===== src/rtl/reduce_pipe_pkg.sv =====
// Shared types for the lane-reduction pipeline: reduction operator encoding.
// RED_RSVD is decoded as AND so a stray mode never produces an undefined result.
package reduce_pipe_pkg;

   typedef enum logic [1:0] {
      RED_AND  = 2'b00,
      RED_OR   = 2'b01,
      RED_XOR  = 2'b10,
      RED_RSVD = 2'b11
   } red_mode_t;

endpackage


===== src/rtl/reduce_pipe_if.sv =====
// Producer/consumer handshake bundle for reduce_pipe: lane-parallel input beat, reduced output beat.
// master = the environment (drives in_* and out_ready), slave = the pipeline.
interface reduce_pipe_if #(
   parameter int WIDTH    = 8,
   parameter int CHANNELS = 2
);
   import reduce_pipe_pkg::*;

   logic                      in_valid;
   logic                      in_ready;
   logic [CHANNELS*WIDTH-1:0] in_data;
   red_mode_t                 in_mode;
   logic                      out_valid;
   logic                      out_ready;
   logic [WIDTH-1:0]          out_data;
   red_mode_t                 out_mode;

   modport master (
      output in_valid, in_data, in_mode, out_ready,
      input  in_ready, out_valid, out_data, out_mode
   );

   modport slave (
      input  in_valid, in_data, in_mode, out_ready,
      output in_ready, out_valid, out_data, out_mode
   );

endinterface


===== src/rtl/reduce_pipe_slice.sv =====
// One elastic register stage (valid + payload + mode); 1 cycle latency.
// Backpressure: ready = ~valid | down_ready, so a bubble is always overwritten and a full stage holds.
module pipe_slice
   import reduce_pipe_pkg::*;
#(
   parameter int WIDTH = 8
) (
   input  logic             clk,
   input  logic             rst,
   input  logic             up_valid,
   input  logic [WIDTH-1:0] up_data,
   input  red_mode_t        up_mode,
   input  logic             down_ready,
   output logic             ready,
   output logic             valid,
   output logic [WIDTH-1:0] data,
   output red_mode_t        mode
);

   assign ready = ~valid | down_ready;

   // Payload only loads with a real beat, so bubbles never pull undriven input data in.
   always_ff @(posedge clk) begin
      if (rst) begin
         valid <= 1'b0;
         data  <= '0;
         mode  <= RED_AND;
      end else if (ready) begin
         valid <= up_valid;
         if (up_valid) begin
            data <= up_data;
            mode <= up_mode;
         end
      end
   end

endmodule


===== src/rtl/reduce_pipe.sv =====
// Captures CHANNELS lanes, reduces them bitwise (AND/OR/XOR) and delays the result; latency STAGES cycles.
// Backpressure: elastic ready chain, bubbles collapse, in_ready falls only when all stages are full and stalled.
module reduce_pipe
   import reduce_pipe_pkg::*;
#(
   parameter int WIDTH    = 8,
   parameter int CHANNELS = 2,
   parameter int STAGES   = 2
) (
   input logic           clk,
   input logic           rst,
   reduce_pipe_if.slave  bus
);

   logic [STAGES:1]           vld;
   logic [STAGES+1:1]         rdy;
   red_mode_t                 md  [1:STAGES];
   logic [WIDTH-1:0]          dat [2:STAGES];
   logic [CHANNELS*WIDTH-1:0] cap_dat;

   function automatic logic [WIDTH-1:0] reduce_lanes(input logic [CHANNELS*WIDTH-1:0] lanes,
                                                     input red_mode_t m);
      logic [WIDTH-1:0] r;
      r = lanes[WIDTH-1:0];
      for (int i = 1; i < CHANNELS; i++) begin
         case (m)
            RED_OR:  r = r | lanes[i*WIDTH +: WIDTH];
            RED_XOR: r = r ^ lanes[i*WIDTH +: WIDTH];
            default: r = r & lanes[i*WIDTH +: WIDTH];
         endcase
      end
      return r;
   endfunction

   assign rdy[STAGES+1] = bus.out_ready;

   pipe_slice #(.WIDTH(CHANNELS*WIDTH)) u_capture (
      .clk        (clk),
      .rst        (rst),
      .up_valid   (bus.in_valid),
      .up_data    (bus.in_data),
      .up_mode    (bus.in_mode),
      .down_ready (rdy[2]),
      .ready      (rdy[1]),
      .valid      (vld[1]),
      .data       (cap_dat),
      .mode       (md[1])
   );

   // Stage 2 registers the reduced value; later stages are pure delay.
   for (genvar k = 2; k <= STAGES; k++) begin : g_stage
      logic [WIDTH-1:0] up_d;

      if (k == 2) begin : g_red
         assign up_d = reduce_lanes(cap_dat, md[1]);
      end else begin : g_dly
         assign up_d = dat[k-1];
      end

      pipe_slice #(.WIDTH(WIDTH)) u_slice (
         .clk        (clk),
         .rst        (rst),
         .up_valid   (vld[k-1]),
         .up_data    (up_d),
         .up_mode    (md[k-1]),
         .down_ready (rdy[k+1]),
         .ready      (rdy[k]),
         .valid      (vld[k]),
         .data       (dat[k]),
         .mode       (md[k])
      );
   end

   assign bus.in_ready  = rdy[1];
   assign bus.out_valid = vld[STAGES];
   assign bus.out_data  = dat[STAGES];
   assign bus.out_mode  = md[STAGES];

endmodule


===== src/flat_wrapper.sv =====
// flat-port wrapper written by rule: the top's interface ports become plain ports
module reduce_pipe_flat import reduce_pipe_pkg::*;
#(
   parameter int WIDTH    = 8,
   parameter int CHANNELS = 2,
   parameter int STAGES   = 2
)
  (clk, rst, bus_in_valid, bus_in_data, bus_in_mode, bus_out_ready, bus_in_ready, bus_out_valid, bus_out_data, bus_out_mode);
  reduce_pipe_if #(.WIDTH(WIDTH), .CHANNELS(CHANNELS)) bus_i ();
  input logic clk;
  input logic rst;
  input wire logic [$bits(bus_i.in_valid)-1:0] bus_in_valid;
  input wire logic [$bits(bus_i.in_data)-1:0] bus_in_data;
  input wire logic [$bits(bus_i.in_mode)-1:0] bus_in_mode;
  input wire logic [$bits(bus_i.out_ready)-1:0] bus_out_ready;
  output wire logic [$bits(bus_i.in_ready)-1:0] bus_in_ready;
  output wire logic [$bits(bus_i.out_valid)-1:0] bus_out_valid;
  output wire logic [$bits(bus_i.out_data)-1:0] bus_out_data;
  output wire logic [$bits(bus_i.out_mode)-1:0] bus_out_mode;
  assign bus_i.in_valid = bus_in_valid;
  assign bus_i.in_data = bus_in_data;
  assign bus_i.in_mode = bus_in_mode;
  assign bus_i.out_ready = bus_out_ready;
  assign bus_in_ready = bus_i.in_ready;
  assign bus_out_valid = bus_i.out_valid;
  assign bus_out_data = bus_i.out_data;
  assign bus_out_mode = bus_i.out_mode;
  reduce_pipe #(.WIDTH(WIDTH), .CHANNELS(CHANNELS), .STAGES(STAGES)) u_core (.clk(clk), .rst(rst), .bus(bus_i));
endmodule

===== config.mk =====
export PLATFORM = sky130hd
export DESIGN_NAME = reduce_pipe_flat
export DESIGN_NICKNAME = d
export VERILOG_FILES = /design/src/rtl/reduce_pipe_pkg.sv /design/src/rtl/reduce_pipe_if.sv /design/src/rtl/reduce_pipe_slice.sv /design/src/rtl/reduce_pipe.sv /design/src/flat_wrapper.sv
export SDC_FILE = /design/constraint.sdc
export NUM_CORES = 1
export LEC_CHECK = 0
export ABC_CLOCK_PERIOD_IN_PS = 2500
export BUFFER_PORTS_ARGS = -buffer_cell sky130_fd_sc_hd__buf_2
export CAP_MARGIN = 10
export CORE_MARGIN = 3
export CORE_UTILIZATION = 55
export CTS_CLUSTER_SIZE = 25
export DETAILED_ROUTE_END_ITERATION = 6
export PLACE_DENSITY = 0.8
export REMOVE_ABC_BUFFERS = 1
export SETUP_SLACK_MARGIN = 0.05
export SYNTH_ARGS = -nofsm -noshare
export SYNTH_HDL_FRONTEND = slang
export SYNTH_SLANG_ARGS = --single-unit
export TNS_END_PERCENT = 100

===== constraint.sdc =====
create_clock -name clk -period 2.5 [get_ports clk]
set_input_delay 0 -clock clk [delete_from_list [all_inputs] [get_ports clk]]
set_output_delay 0 -clock clk [all_outputs]
set_load 0.02 [all_outputs]

* Word level (Yosys, flattened, before mapping) *
Index checks and enable logic that the tools add are counted.

word-level totals
  flip-flop bits (word level) = 30
  input port bits = 22

operators by class
  eq/ne operators = 2
  mux-type cells = 1
  bitwise operators = 7
  reductions and logical operators = 2

operators with widths
  operator                                                               count
  8-bit case mux with 2 select lines                                     1
  8-bit bitwise AND                                                      1
  8-bit OR                                                               1
  8-bit XOR                                                              1
  2-bit AND reduction                                                    2
  2-bit by 1-bit equality test with 1-bit output, second input constant  1
  2-bit equality test, second input constant                             1
  1-bit inverter                                                         2
  1-bit OR                                                               2

* Logic depth before layout (Yosys ltp) *
  depth in word-level cells = 4
  depth in mapped cells = 6

* Cells and area by module *
A second synthesis with hierarchy kept.

unflattened totals
  cells, all modules = 205
  area, all modules = 2023.2 um^2

modules (own cells, without submodules)
  module                                   instances  cells an instance  area an instance (um^2)  seq. area each (um^2)
  pipe_slice at u_core.u_capture           1          86                 1037.2                   380.4
  pipe_slice at u_core.g_stage[2].u_slice  1          49                 504.2                    220.2
  reduce_pipe                              1          70                 481.7                    0.0

* Worst setup path after synthesis *
Ideal clock, no wire load.

  kind = register -> register
  start = register u_core.u_capture.mode[0]
  end = register u_core.g_stage[2].u_slice.data[7]
  setup time = 0.061 ns
  arrival = 1.394 ns
  required time = 2.439 ns
  setup slack = 1.045 ns
  cell stages (with the launch flop) = 6
  buffers on the path = 1
  clock period less this slack = 1.455 ns
  cells stage by stage = dfxtp_1 -> inv_1 -> ha_1 -> buf_2 -> a2111oi_0 -> a32o_1

on the way
  word-level cells in the longest chain between the ends = 2
  elaborated cells on any way between the ends = 3

RTL lines
  item                                                                                          RTL line                 RTL
  start, declared                                                                               reduce_pipe_slice.sv:17  output red_mode_t mode
  start signal, assigned                                                                        reduce_pipe_slice.sv:32  mode <= up_mode;
  2-bit equality test / 2-bit by 1-bit equality test with 1-bit output (equally long branches)  reduce_pipe.sv:26        case (m)
  8-bit case mux with 2 select lines *                                                          reduce_pipe.sv:26
  end signal, assigned                                                                          reduce_pipe_slice.sv:31  data <= up_data;
  end, declared                                                                                 reduce_pipe_slice.sv:16  output logic [WIDTH-1:0] data,

Every way passes the cells marked *; elsewhere a longest branch is shown, timed or not.
A chain may end at the register's enable or synchronous reset.

* Final worst setup path *
Ends and elaborated chain as after synthesis.

==> impl_metrics.py <==
metrics = {
    "global_routing": {
        "grt_overflow": 0,
        "grt_pass1_vias": 1489,
        "grt_antenna_before_repair": 0,
        "grt_max_degree": 31,
        "grt_usage_pct": 24.8,
        "grt_pass1_wl_mm": 6.75,
    },
    "worst_setup_path": {
        "crit_arrival_ns": 1.94,
        "critical_path.max_stage_delay_ns": 0.49,
        "cp-end-kind": "flip-flop",
        "rr_worst_depth": 4,
        "critPathRequiredTime_ns": 2.79,
        "reg2reg_slack_ns": 0.85,
        "r2r_end": "u_core.g_stage[2].u_slice.data[7]",
        "cp_slowest_cell": "ha_1",
        "cp-start-kind": "flip-flop",
        "r2r_start": "u_core.u_capture.mode[0]",
        "critPathMaxFanout": 16,
        "path_cells": "inv_1, ha_1, a2111oi_0, a32o_1",
        "critPathKind": "flip-flop to flip-flop",
    },
    "timing": {
        "fin_crit_ns": 1.65,
        "slew_headroom_pct": 38.1,
        "finalClockSkew_ns": 0.00861,
        "drv_slew": 0,
        "tightest_slew_ns": 0.923,
        "setup_tns_ns": 0,
        "min_period_over_period_pct": 65.9,
        "rsz0062_at_grt": "no",
        "hold_violations": 0,
        "hold_slack_ns": 0.0712,
        "setup_viol": 0,
        "max_freq_mhz": 607,
    },
    "pwr": {
        "leakagePower_nw": 0.835,
        "p_clk_share_pct": 30.4,
        "switching_share_pct": 29.9,
        "p_int_uw": 721,
        "power.net_switching_uw": 308,
        "power_density_nw_per_um2": 511,
        "ir_drop_uv": 369,
        "p_seq_share_pct": 50.7,
        "combinationalPowerShare_pct": 18.9,
    },
    "layout": {
        "mostFrequentLayoutCell": "buf_2",
        "antennaDiodeCount": 0,
        "final_nets": 260,
        "area_delta_synth_final_pct": 23.0,
        "finalInstanceArea_um2": 2010,
        "final_cell_mix": "33 x buf_2, 30 x inv_1, 30 x dfxtp_1",
        "drive_gt1_share_pct": 20.4,
        "nFillCells": 227,
    },
    "routing": {
        "drt-initial-drc-count": 79,
        "dr.pass1.iters": 4,
        "ant_nets": 0,
        "drc": 0,
        "wl_per_cell_um": 17.2,
        "drt-total-wl_mm": 4.32,
        "num_vias": 1605,
        "vias_per_cell": 6.37,
    },
    "die": {
        "fp-row-count": 19,
        "coreArea_um2": 2810,
        "die_x_um": 60.6,
        "ios": 34,
        "start_util_pct": 58.4,
        "die_h_um": 60.6,
        "dieArea_um2": 3670,
    },
    "synthesis": {
        "synth_largest_area_cell": "dfxtp_1",
        "ys_seq_area_share_pct": 36.7,
        "netlist_area_um2": 1640,
        "synth-edff-count": 0,
        "ys_warn_count": 0,
        "synth_cell_types": 22,
        "synthFlopType": "dfxtp_1",
        "syn_inst": 176,
        "synth-seq-cells": 30,
        "syn_area_per_cell_um2": 9.31,
        "synth_area_leaders": "dfxtp_1 37%, ha_1 14%, o2111ai_1 9.6%",
        "async_reset_ff_share_pct": 0,
        "synth_top_area_share_pct": 36.7,
    },
    "clocking": {
        "clockRootBuffer": "clkbuf_4",
        "clock_sinks": 30,
        "cts_resized": 0,
        "clkTransAtPathRegs_ns": 0.10,
        "numCtsBuffers": 5,
        "worstSkewPairLatency_ns": 0.34,
        "h-tree-depth": 2,
        "cts_tree": "yes",
        "clockBufferDepth": 2,
    },
    "worst_hold_path": {
        "hold-path-cell-count": 4,
        "min_to": "u_core.u_capture.valid",
        "min_path_type": "primary input to flip-flop",
        "min_from": "bus_out_ready",
    },
    "place": {
        "dpl_cell_area_um2": 1770,
        "gp_congestion": 0.860,
        "port_buffers": 33,
        "hpwl_mm": 2.72,
    },
    "outcome": {
        "outcome": "finished, final reports clean",
    },
    "run": {
        "timing.max_cap.violations": 0,
    },
}
==> per-layer routing <==
metal / global-route usage (%) / vias up / wire length (um)
li1: - / 748 / -
met1: 29.2 / 778 / 1810
met2: 43.8 / 72 / 2210
met3: 5.96 / 7 / 258
met4: 8.67 / 0 / 48
met5: 0 / - / 0
==> worst max-delay path by stage <==
stage	endpoint	slack (ns)	depth (start not counted)	startpoint
finish	u_core.g_stage[2].u_slice.data[7]	0.85	4	u_core.u_capture.mode[0]
global route	u_core.g_stage[2].u_slice.data[6]	0.70	4	u_core.u_capture.mode[0]
CTS	u_core.g_stage[2].u_slice.data[2]	0.85	4	u_core.u_capture.mode[0]
detailed placement	u_core.g_stage[2].u_slice.data[4]	0.88	4	u_core.u_capture.mode[0]
global placement	u_core.g_stage[2].u_slice.data[4]	0.99	4	u_core.u_capture.mode[0]
floorplan	u_core.g_stage[2].u_slice.data[0]	1.02	3	u_core.g_stage[2].u_slice.valid
==> cells in the mapped netlist (3+ instances only) <==
| cell type | count |
|---|---|
| a21oi_1 | 10 |
| inv_1 | 30 |
| a2111oi_0 | 8 |
| o2111ai_1 | 18 |
| o31ai_1 | 18 |
| buf_2 | 9 |
| o21ai_0 | 8 |
| a32o_1 | 8 |
| dfxtp_1 | 30 |
| clkbuf_1 | 3 |
| ha_1 | 18 |
==> power groups by stage <==
stage	clock network, mW	logic (mW)	registers (mW)
after floorplan	0	0.0912	0.537
after global placement	0	0.162	0.529
after detailed placement	0	0.171	0.532
after CTS	0.319	0.193	0.520
after global routing	0.336	0.215	0.524
final	0.313	0.195	0.521
==> cell type report <==
type                    count  area, um2  area share, %
clock inverters             1       5.00          0.248
well taps                  31       38.8           1.93
repair buffers             54        368           18.3
clock buffers               7       55.1           2.73
multi-input cells          98        831           41.2
flip-flops and latches     30        601           29.8
inverters                  31        116           5.78
==> state kept, by name, summed over array words and instances, names as in the netlist <==
| name | flops |
|---|---|
| u_core.g_stage.u_slice.valid | 1 |
| u_core.u_capture.data | 16 |
| u_core.u_capture.valid | 1 |
| u_core.g_stage.u_slice.data | 8 |
| u_core.g_stage.u_slice.mode | 2 |
| u_core.u_capture.mode | 2 |
==> worst max-delay path: cells and delay by family (launching register included) <==
family          cells  cell delay (ns)
compound gates      2             0.66
fa+ha+maj           1             0.49
buf+inv             1             0.07
flops               1             0.37
==> stage by stage <==
stage	utilization (%)	worst slack [ns]	instances	total power, mW
after floorplan	-	1.02	159	0.628
after global placement	63.2	0.988	226	0.691
after detailed placement	63.2	0.877	226	0.702
after CTS	71.8	0.846	252	1.03
final	71.8	0.852	252	1.03
after global routing	71.8	0.697	252	1.07
==> logic make-up after synthesis <==
family / synth area share, %
buffers and inverters: 12.6
AOI/OAI and AO/OA: 34.5
DFF: 36.7
adders and majority gates: 13.8
and+or+nand+nor: 2.52
==> repair_timing <==
action	CTS	global route
hold buffers	18	0
buffers inserted	0	0
hold endpoints to repair	18	0
Power figures use the tool's default switching activity.
